**src/rtl/req_arbiter_ctrl.sv**
```systemverilog
// Registered 4-requester arbiter with fixed-priority or round-robin selection,
// grant locking while the owner holds its request, and timeout pre-emption.
module req_arbiter_ctrl #(
  parameter int N        = 4,
  parameter int MAX_HOLD = 8
) (
  input  logic         clk,
  input  logic         rst_n,
  input  logic [N-1:0] req_i,
  input  logic         rr_mode_i,
  output logic [N-1:0] grant_o,
  output logic [1:0]   grant_id_o,
  output logic         grant_valid_o,
  output logic         preempt_o
);

  localparam int CW = $clog2(MAX_HOLD + 1);
  localparam logic [CW-1:0] MaxCnt = CW'(MAX_HOLD);
  localparam logic [CW-1:0] OneCnt = CW'(1);

  typedef enum logic {IDLE, GRANT} state_t;

  state_t         state_q, state_d;
  logic [N-1:0]   grant_q, grant_d;
  logic [1:0]     grantId_q, grantId_d;
  logic [CW-1:0]  holdCnt_q, holdCnt_d;
  logic [1:0]     rrPtr_q, rrPtr_d;
  logic           preempt_q, preempt_d;

  logic           doArb;
  logic [N-1:0]   cand;
  logic [N-1:0]   others;
  logic [1:0]     winner;

  // Later matches overwrite earlier ones, so each loop runs in reverse priority order.
  function automatic logic [1:0] pickWinner(input logic [N-1:0] c, input logic rr,
                                            input logic [1:0] ptr);
    logic [1:0] w;
    logic [1:0] idx;
    w = 2'd0;
    if (!rr) begin
      for (int i = 0; i < N; i++)
        if (c[i]) w = 2'(i);
    end else begin
      for (int k = N - 1; k >= 0; k--) begin
        idx = ptr + 2'(k);
        if (c[idx]) w = idx;
      end
    end
    return w;
  endfunction

  always_comb begin
    state_d   = state_q;
    grant_d   = grant_q;
    grantId_d = grantId_q;
    holdCnt_d = holdCnt_q;
    rrPtr_d   = rrPtr_q;
    preempt_d = 1'b0;
    doArb     = 1'b0;
    cand      = '0;
    others    = req_i & ~grant_q;

    case (state_q)
      IDLE: begin
        if (|req_i) begin
          doArb = 1'b1;
          cand  = req_i;
        end
      end
      GRANT: begin
        if (req_i[grantId_q]) begin
          if ((holdCnt_q < MaxCnt) || (others == '0)) begin
            holdCnt_d = (holdCnt_q == MaxCnt) ? OneCnt : holdCnt_q + OneCnt;
          end else begin
            doArb     = 1'b1;
            cand      = others;
            preempt_d = 1'b1;
          end
        end else if (|req_i) begin
          doArb = 1'b1;
          cand  = req_i;
        end else begin
          state_d   = IDLE;
          grant_d   = '0;
          grantId_d = 2'd0;
          holdCnt_d = '0;
        end
      end
      default: state_d = IDLE;
    endcase

    winner = pickWinner(cand, rr_mode_i, rrPtr_q);
    if (doArb) begin
      state_d   = GRANT;
      grant_d   = {{(N-1){1'b0}}, 1'b1} << winner;
      grantId_d = winner;
      holdCnt_d = OneCnt;
      rrPtr_d   = winner + 2'd1;
    end
  end

  always_ff @(posedge clk or negedge rst_n) begin
    if (!rst_n) begin
      state_q   <= IDLE;
      grant_q   <= '0;
      grantId_q <= 2'd0;
      holdCnt_q <= '0;
      rrPtr_q   <= 2'd0;
      preempt_q <= 1'b0;
    end else begin
      state_q   <= state_d;
      grant_q   <= grant_d;
      grantId_q <= grantId_d;
      holdCnt_q <= holdCnt_d;
      rrPtr_q   <= rrPtr_d;
      preempt_q <= preempt_d;
    end
  end

  assign grant_o       = grant_q;
  assign grant_id_o    = grantId_q;
  assign grant_valid_o = |grant_q;
  assign preempt_o     = preempt_q;

endmodule

```
**config.mk**
```make
export PLATFORM = sky130hd
export DESIGN_NAME = req_arbiter_ctrl
export DESIGN_NICKNAME = d
export VERILOG_FILES = /design/src/rtl/req_arbiter_ctrl.sv
export SDC_FILE = /design/constraint.sdc
export NUM_CORES = 1
export LEC_CHECK = 0
export BUFFER_PORTS_ARGS = -buffer_cell sky130_fd_sc_hd__clkbuf_2
export CAP_MARGIN = 20
export CORE_MARGIN = 1.5
export CORE_UTILIZATION = 50
export CTS_BUF_LIST = sky130_fd_sc_hd__clkbuf_4 sky130_fd_sc_hd__clkbuf_8
export CTS_CLUSTER_DIAMETER = 150
export DETAILED_ROUTE_END_ITERATION = 8
export PLACE_DENSITY = 0.81
export SYNTH_ARGS = -nofsm -noshare
export SYNTH_HDL_FRONTEND = slang
export SYNTH_SLANG_ARGS = --single-unit
```
**constraint.sdc**
```tcl
create_clock -name clk -period 7 [get_ports clk]
set_input_delay 1.05 -clock clk [delete_from_list [all_inputs] [get_ports clk]]
set_output_delay 1.05 -clock clk [all_outputs]
set_load 0.005 [all_outputs]
```
==> key figures <==
Clock network
  • CTS tree: yes
  • Post-CTS sizing: 0
  • Clk buf depth: 2
  • # H-tree levels: 1
  • Sink Count: 14
  • Post-CTS setup buffer count: 0
  • Skew-Pair Late Insertion Delay: 290 ps
  • CTS clk-pin slew, worst paths: ~80 ps
  • Hold buffers post-CTS: 0
  • Cts bufs inserted: 3
  • CTS Root Cell: clkbuf_4

Worst setup path
  • WS Path Type: input port to flip-flop
  • CP Capture Type: flip-flop
  • Critical Path Source Type: input port
  • Slowest stage cell, crit path: a2bb2oi_4
  • CP cell instances: clkbuf_2, mux2i_2, a2bb2oi_4, o21ai_1, mux2_4, o211ai_2, a21o_1, ha_1, mux2_2
  • Max incr delay on CP: 310 ps
  • Reg-to-reg critical path endpoint: rrPtr_q[1]
  • CP startpoint: req_i[1]
  • R2R depth: 8
  • Worst r2r src: grant_id_o[1]
  • WP data required: 7170 ps
  • WP data arrival: about 3200 ps
  • CP Max Fanout: 9
  • R2R setup slack: 4340 ps

Hold path
  • Hold Path Cell Cnt: 1
  • Hold EP: holdCnt_q[2]
  • Hold crit path type: flip-flop to flip-flop
  • Worst min-delay path startpoint: holdCnt_q[2]

Timing
  • Final Cycle Share: 0.4287
  • Fin. Hold Viols: 0
  • Slew @ Worst Pin: 438.0 ps
  • Unrepaired setup endpoints after global routing: no
  • Setup TNS: 0 ps
  • Pins Over Slew Limit: 0
  • Layout Skew: 12.01 ps
  • Setup violators final: 0
  • Final min period: 3001 ps
  • Fmax achieved: between 0.3 and 0.4 GHz
  • Worst hold slack: 549.5 ps
  • Max_slew headroom: 0.7048

Drt
  • Wire per inst: 16.51 microns
  • Drt first-iter violations: 19
  • DR vias/cell: 6.329
  • Final WL: 2509 microns
  • Post-route ant nets: 0
  • DRC: 0
  • DRT Pass-1 Iters: 4
  • Routed via count: 962

Status
  • Status: complete, no violations

Final layout
  • # nets final: 139
  • Diode count: 0
  • Layout area overhead: 10.34%
  • # fillers: approximately 180
  • Commonest cells after routing, fill and taps aside: dfrtp_1 (14), clkbuf_2 (14), nor2_1 (8)
  • Share of layout cells above drive strength 1: 0.2880
  • Final instance area: around 1200 sq um

Yosys
  • Mapped Cells: ~110
  • Synthesized area per cell: 10.13 sq um
  • Synth Warn #: 0
  • Ys async rst share: 1.000
  • Syn Nets: 124
  • Library cells used by synthesis: 52
  • Sequential element share of the synthesized area: 0.3115
  • Post-synth EDFFs: 0
  • Flops & latches, synth: 14
  • Mapped Area: around 1100 sq um
  • Main synth FF type: dfrtp_1

Global route
  • All-Layer GR Usage: 0.2223
  • Initial antenna violation count: 0
  • Vias in the first global route: 918
  • First-pass GRT wire length: 4305 microns
  • Grt ovf: 0
  • Largest net degree at the start of global routing: 15

Die
  • Core footprint: 2042 sq um
  • FP Rows: 16
  • Initial Util: 0.5509
  • Die height: 50.43 microns
  • I/O pin count: 15
  • Die Span X: 50.43 microns
  • DIE AREA: 2543 sq um

Pwr
  • Worst VDD drop: 0.0002431 V
  • Total power: 526.3 uW
  • Pwr Density: about 420 nW/um^2
  • P_leak: 0.5682 nW

Placed design
  • Gpl congestion: 0.8811
  • HPWL after DPL: roughly 1900 microns
  • Area after DPL: 1205 sq um
  • IO buf count: 14

Flow run
  • Max cap viols: 0
[metal layers]
metal	vias up	wire length, microns	GRT usage
li1	461	-	-
met1	472	1145	0.2820
met2	29	1242	0.3772
met3	0	121	0.05357
met4	0	0	0.05856
met5	-	0	0
[cell usage after synthesis, drive strengths merged, types with 3 or more instances]
master,n,area (sq um)
o21ai,6,33.78
dfrtp,14,350.3
o21a,4,31.28
nor2,8,30.03
ha,6,75.07
a22o,6,52.55
a21oi,6,30.03
nand2,6,22.52
nor2b,5,31.28
mux2,3,41.29
inv,3,11.26
a21o,4,30.03
[kinds of logic after synthesis]
| family | after synthesis | synth area share |
|---|---|---|
| mux | 4 | 0.04894 |
| buf+inv | 7 | 0.03114 |
| compound gates | 46 | 0.3560 |
| flops | 14 | 0.3115 |
| simple gates | 34 | 0.1858 |
| fa+ha+maj | 6 | 0.06674 |
[power breakdown]
| group | leakage, nW | internal (mW) | total [mW] | switching [mW] |
|---|---|---|---|---|
| clock | 0.0210 | 0.0316 | 0.0603 | 0.0286 |
| sequential | 0.174 | 0.109 | 0.160 | 0.0509 |
| combinational | 0.374 | 0.149 | 0.306 | 0.157 |
[worst max path at each step]
stage / slack [ps] / end / cells after the start
floorplan: 4070 / rrPtr_q[1] / 8
global placement: 3770 / rrPtr_q[1] / 9
detailed placement: 3690 / rrPtr_q[1] / 9
CTS: 4000 / rrPtr_q[1] / 9
global route: 3890 / rrPtr_q[1] / 9
finish: 4000 / rrPtr_q[1] / 9
[registers in the layout, summed over array words and instances, names as in the netlist]
signal / flops
grant_o: 4
holdCnt_q: 4
grant_id_o: 2
rrPtr_q: 2
preempt_o: 1
state_q: 1
[final cells by class]
type | count | area, sq um | area share
repair buffers | 14 | 70.07 | 0.05645
multi-input cells | 90 | 739.5 | 0.5958
well taps | 27 | 33.78 | 0.02722
clock buffers | 4 | 36.28 | 0.02923
inverters | 3 | 11.26 | 0.009073
flip-flops and latches | 14 | 350.3 | 0.2823
[stage by stage]
stage	utilization	setup WS, ps	std cells
floorplan	-	4073	111
global placement	0.5901	3772	148
detailed placement	0.5901	3686	148
CTS	0.6078	3998	152
global route	0.6078	3890	152
finish	0.6078	3999	152
[critical path: cells and delay by family]
family | cells | cell delay [ps]
AO/OA/AOI/OAI | 4 | 910
multiplexers | 3 | 860
buffers and inverters | 1 | 130
adder cells (fa/ha/maj) | 1 | 230
Power figures use the tool's default switching activity.
